==> src/rtl/ifetch_buffer.sv <==
// Instruction fetch stage: owns the PC, reads the instruction ROM, buffers words for decode.
// Optional perf counters (stall/flush) are enabled with IFB_PERF_CNT_EN.
module ifetch_buffer #(
  parameter logic [31:0] RESET_PC = 32'h0000_0000,
  parameter int          DEPTH    = 2,
  parameter logic [31:0] NOP_INST = 32'h0000_0013
) (
  input  logic        clk,
  input  logic        rst,
  output logic        rom_req_o,
  output logic [31:0] rom_addr_o,
  input  logic [31:0] rom_rdata_i,
  input  logic        jump_en_i,
  input  logic [31:0] jump_addr_i,
  output logic        inst_valid_o,
  input  logic        inst_ready_i,
  output logic [31:0] inst_o,
  output logic [31:0] inst_addr_o
`ifdef IFB_PERF_CNT_EN
  ,
  output logic [31:0] stall_cnt_o,
  output logic [31:0] flush_cnt_o
`endif
);

  localparam int AW = $clog2(DEPTH);
  localparam int CW = AW + 1;
  localparam int OW = AW + 2;

  logic [31:0]   pc;
  logic [31:0]   req_addr;
  logic [31:0]   last_addr;
  logic          inflight;
  logic [CW-1:0] count;
  logic [AW-1:0] wptr;
  logic [AW-1:0] rptr;
  logic [31:0]   mem_inst [DEPTH];
  logic [31:0]   mem_addr [DEPTH];
  logic          push;
  logic          pop;
  logic [OW-1:0] occ;
  logic [1:0]    unused_jaddr;

  assign unused_jaddr = jump_addr_i[1:0];

  assign inst_valid_o = (count != '0);
  assign pop          = inst_valid_o & inst_ready_i;
  assign push         = inflight & ~jump_en_i;

  // Occupancy counts the word already in flight so the FIFO never overflows.
  assign occ = OW'(count) + OW'(inflight) - OW'(pop);

  assign rom_addr_o = pc;
  assign rom_req_o  = rst & ~jump_en_i & (occ < OW'(DEPTH));

  assign inst_o      = inst_valid_o ? mem_inst[rptr] : NOP_INST;
  assign inst_addr_o = inst_valid_o ? mem_addr[rptr] : last_addr;

  always_ff @(posedge clk) begin
    if (push) begin
      mem_inst[wptr] <= rom_rdata_i;
      mem_addr[wptr] <= req_addr;
    end
  end

  always_ff @(posedge clk or negedge rst) begin
    if (!rst) begin
      pc        <= RESET_PC;
      req_addr  <= '0;
      last_addr <= '0;
      inflight  <= 1'b0;
      count     <= '0;
      wptr      <= '0;
      rptr      <= '0;
    end else begin
      if (inst_valid_o) begin
        last_addr <= mem_addr[rptr];
      end
      if (jump_en_i) begin
        pc       <= {jump_addr_i[31:2], 2'b00};
        inflight <= 1'b0;
        count    <= '0;
        wptr     <= '0;
        rptr     <= '0;
      end else begin
        inflight <= rom_req_o;
        if (rom_req_o) begin
          pc       <= pc + 32'd4;
          req_addr <= pc;
        end
        if (push) begin
          wptr <= wptr + AW'(1);
        end
        if (pop) begin
          rptr <= rptr + AW'(1);
        end
        count <= count + CW'(push) - CW'(pop);
      end
    end
  end

`ifdef IFB_PERF_CNT_EN
  always_ff @(posedge clk or negedge rst) begin
    if (!rst) begin
      stall_cnt_o <= '0;
      flush_cnt_o <= '0;
    end else begin
      if (!inst_valid_o && !jump_en_i) begin
        stall_cnt_o <= stall_cnt_o + 32'd1;
      end
      if (jump_en_i) begin
        flush_cnt_o <= flush_cnt_o + 32'd1;
      end
    end
  end
`endif

endmodule

==> config.mk <==
export PLATFORM = sky130hd
export DESIGN_NAME = ifetch_buffer
export DESIGN_NICKNAME = d
export VERILOG_FILES = /design/src/rtl/ifetch_buffer.sv
export SDC_FILE = /design/constraint.sdc
export NUM_CORES = 1
export LEC_CHECK = 0
export CAP_MARGIN = 20
export CORE_UTILIZATION = 45
export CTS_BUF_LIST = sky130_fd_sc_hd__clkbuf_8
export DETAILED_ROUTE_END_ITERATION = 12
export PLACE_DENSITY = 0.77
export SYNTH_ARGS = -nofsm -noshare
export SYNTH_HDL_FRONTEND = slang
export SYNTH_SLANG_ARGS = --single-unit
==> constraint.sdc <==
create_clock -name clk -period 8.3 [get_ports clk]
set_clock_uncertainty 0.15 [all_clocks]
set_input_delay 2.075 -clock clk [delete_from_list [all_inputs] [get_ports clk]]
set_output_delay 2.075 -clock clk [all_outputs]
set_load 0.05 [all_outputs]
==> qor.txt <==
grt ovf = 0
Clk pin slew, worst setup/hold paths = 0.06 ns
largest family of logic cells by synthesized area = simple AND/OR/NAND/NOR gates
Worst Hold Class = reg -> reg
Clk Latency, worst-skew pair = 0.52 ns
Placed Cells = 1,081
pins over their slew limit = 0
sequential-to-total area share from yosys stat = 69.7%
layout cells sized above 1 = 7.78%
routed wire length = 18,500 um
CTS root buffer = clkbuf_8
crit path time final = 6.59 ns
Synth Area in Adders = 0.652%
most frequent cells in the layout = nand2_1 (161), clkdlybuf4s50_1 (159), edfxtp_1 (124)
final net count = 932
Post-CTS Hold Fix Bufs = 0
number of synthesis warnings = 0
vias in the first global route = 5,870
dpl ws = 1.70 ns
initial core utilization = 46.6%
Worst Setup End Kind = primary output
Final Hold Fails = 0
Layout area overhead = 28.4%
R2R depth = 13
synthesized area = 0.00882 mm^2
Simple-Gate Fraction of Synth Area = 12.9%
leak pwr = 4.40 nW
mux contribution to synthesized area = 7.26%
status = finished clean
Worst-Margin Slew = 0.963 ns
PwrDens = 360 mW/mm^2
final setup TNS = 0 ns
via count = 5,912
Ports = 166
via/cell ratio = 5.15
count of input and output buffers = 161
count of cell types in the netlist = 47
maximum clock rate = 0.152 GHz
Detailed Routing Iterations Pass 1 = 4
critical path launch point type = input pin
post-route non-filler standard cell count = 1,147
WHS Endpoint = mem_addr[0][19]$_DFFE_PP_
Ant. Diodes = 0
arrival time worst endpoint = 4.37 ns
RSZ-0062 raised after global routing = false
register bit total from synthesis = 221
wire length of the first global-routing pass = 29,500 um
final setup fails = 0
Chip Height = 142 um
final setup margin = 1.71 ns
R2R Path End = rom_addr_o[27]$_DFFE_PN0P_
complex-gate fraction of the synthesized area = 6.52%
Final Cell Area = 0.0113 mm^2
CTS resizes = 0
Tot Pwr = 4.07 mW
largest net degree at the start of global routing = 93
row count = 50
RePlAce Congestion = 0.833
DRC = 0
HPWL after DPL = 11,500 um
Max Cap Viol = 0
Die Span X = 142 um
top_reg_cell synth = edfxtp_1
CTS tree = done
Final ANT Viol Nets = 0
fin crit share = 79.4%
Fillers = 1,502
die area = 0.0202 mm^2
commonest non-fill, non-tap cell in the layout = nand2_1
R2R setup slack = 3.73 ns
CP Data Required Time = 6.08 ns
TritonCTS Sinks = 221
r2r startpoint = count[1]$_DFF_PN0_
initial antenna violation count = 0
relative slew slack = 35.8%
CTS Buffer Depth = 3
total CTS buffers = 36
worst-path fanout max = 4
total track usage = 18.8%
H-Tree Depth = 2
Post-Synthesis Cells = 687
# Post-CTS Setup Buffers = 0
asr flop ratio synth = 43.9%
hold path cells = 0
number of enable flip-flop cells after synthesis = 124
Peak VDD IR = 0.169 mV
routed wire length per instance = 16.1 um
core area = 0.0190 mm^2
crit path kind = in -> out
Starting DRT DRC Count = 266
worst hold path startpoint = req_addr[19]$_DFFE_PN0P_
xor/xnor cell area share of the yosys netlist = 0.595%
syn_area_per_cell = 12.8 um^2
placed cell areas = 0.0107 mm^2
==> state kept, by name, summed over array words and instances (netlist names) <==
signal and flops:
count 2, inflight 1, last_addr 32, mem_addr 60, mem_inst 64, req_addr 30, rom_addr_o 30, rptr 1
wptr 1
==> layout make-up <==
cell class                      instances  area, um^2  share of cell area, %
Tap cell                              260         325                   2.87
Timing Repair Buffer                  170        1690                   14.9
Clock inverter                         27         114                   1.00
Multi-Input combinational cell        423        2490                   22.0
Inverter                                8        31.3                  0.276
Sequential cell                       221        6150                   54.3
Clock buffer                           38         523                   4.62
==> synthesized netlist by cell type, drive strengths merged, types with 4 or more instances <==
master    n  area share, %
nand2   161            6.8
edfxtp  124             42
dfrtp    97             28
mux2i    64            7.3
nor2     43            1.8
o21ai    43            2.4
clkbuf   24            1.0
nand3    15           0.85
o311ai   14            1.4
buf      12           0.95
nand4    12            1.1
o211ai   11           0.94
and2      7           0.50
inv       7           0.30
a221o     6           0.68
nor3      6           0.52
or3       4           0.28
==> kinds of logic (layout without fill, tap and decap cells) <==
family / Yosys count / after routing
buffers and inverters: 44 / 243
AND/OR/NAND/NOR: 261 / 261
XOR/XNOR: 6 / 6
multiplexers: 64 / 64
flip-flops: 221 / 221
adder cells (fa/ha/maj): 4 / 4
other: 1 / 2
AO/OA/AOI/OAI: 86 / 86
==> how the worst max path moves through the flow <==
| stage | slack (ns) | depth (start not counted) | startpoint | to |
|---|---|---|---|---|
| 3_3_place_gp | 1.70 | 9 | inst_ready_i | rom_req_o |
| 4_1_cts | 1.69 | 9 | inst_ready_i | rom_req_o |
| 3_5_place_dp | 1.70 | 9 | inst_ready_i | rom_req_o |
| 2_1_floorplan | 1.98 | 11 | inst_ready_i | rom_req_o |
| 6_report | 1.71 | 9 | inst_ready_i | rom_req_o |
| 5_1_grt | 1.50 | 9 | inst_ready_i | rom_req_o |
==> metal layers <==
metal  GRT usage (%)  routed length [um]  vias to the layer above
li1                -                   -                     2831
met1            23.7                7840                     2846
met2            31.6                9020                      210
met3            4.48                1300                       25
met4            6.90                 319                        0
met5               0                   0                        -
==> critical path, stage by stage <==
cell	delay (ns)
clkdlybuf4s50_1	0.49
nand2_1	0.11
nor2_1	0.18
o21ai_0	0.14
fa_1	0.39
xor2_1	0.20
or3_2	0.52
clkinv_2	0.08
buf_4	0.19
==> stage by stage <==
stage | hold slack (ns) | util (%)
floorplan | 0.292 | -
global placement | 0.299 | 56.3
detailed placement | 0.305 | 56.3
CTS | 0.318 | 59.6
global route | 0.329 | 59.8
finish | 0.309 | 59.8
==> power breakdown <==
group          switching, mW  leakage (nW)  internal, mW
sequential             0.139          2.34          1.42
clock                  0.402         0.378         0.424
combinational           1.16          1.68         0.528
Note: power is estimated with default switching activity, not from simulation.
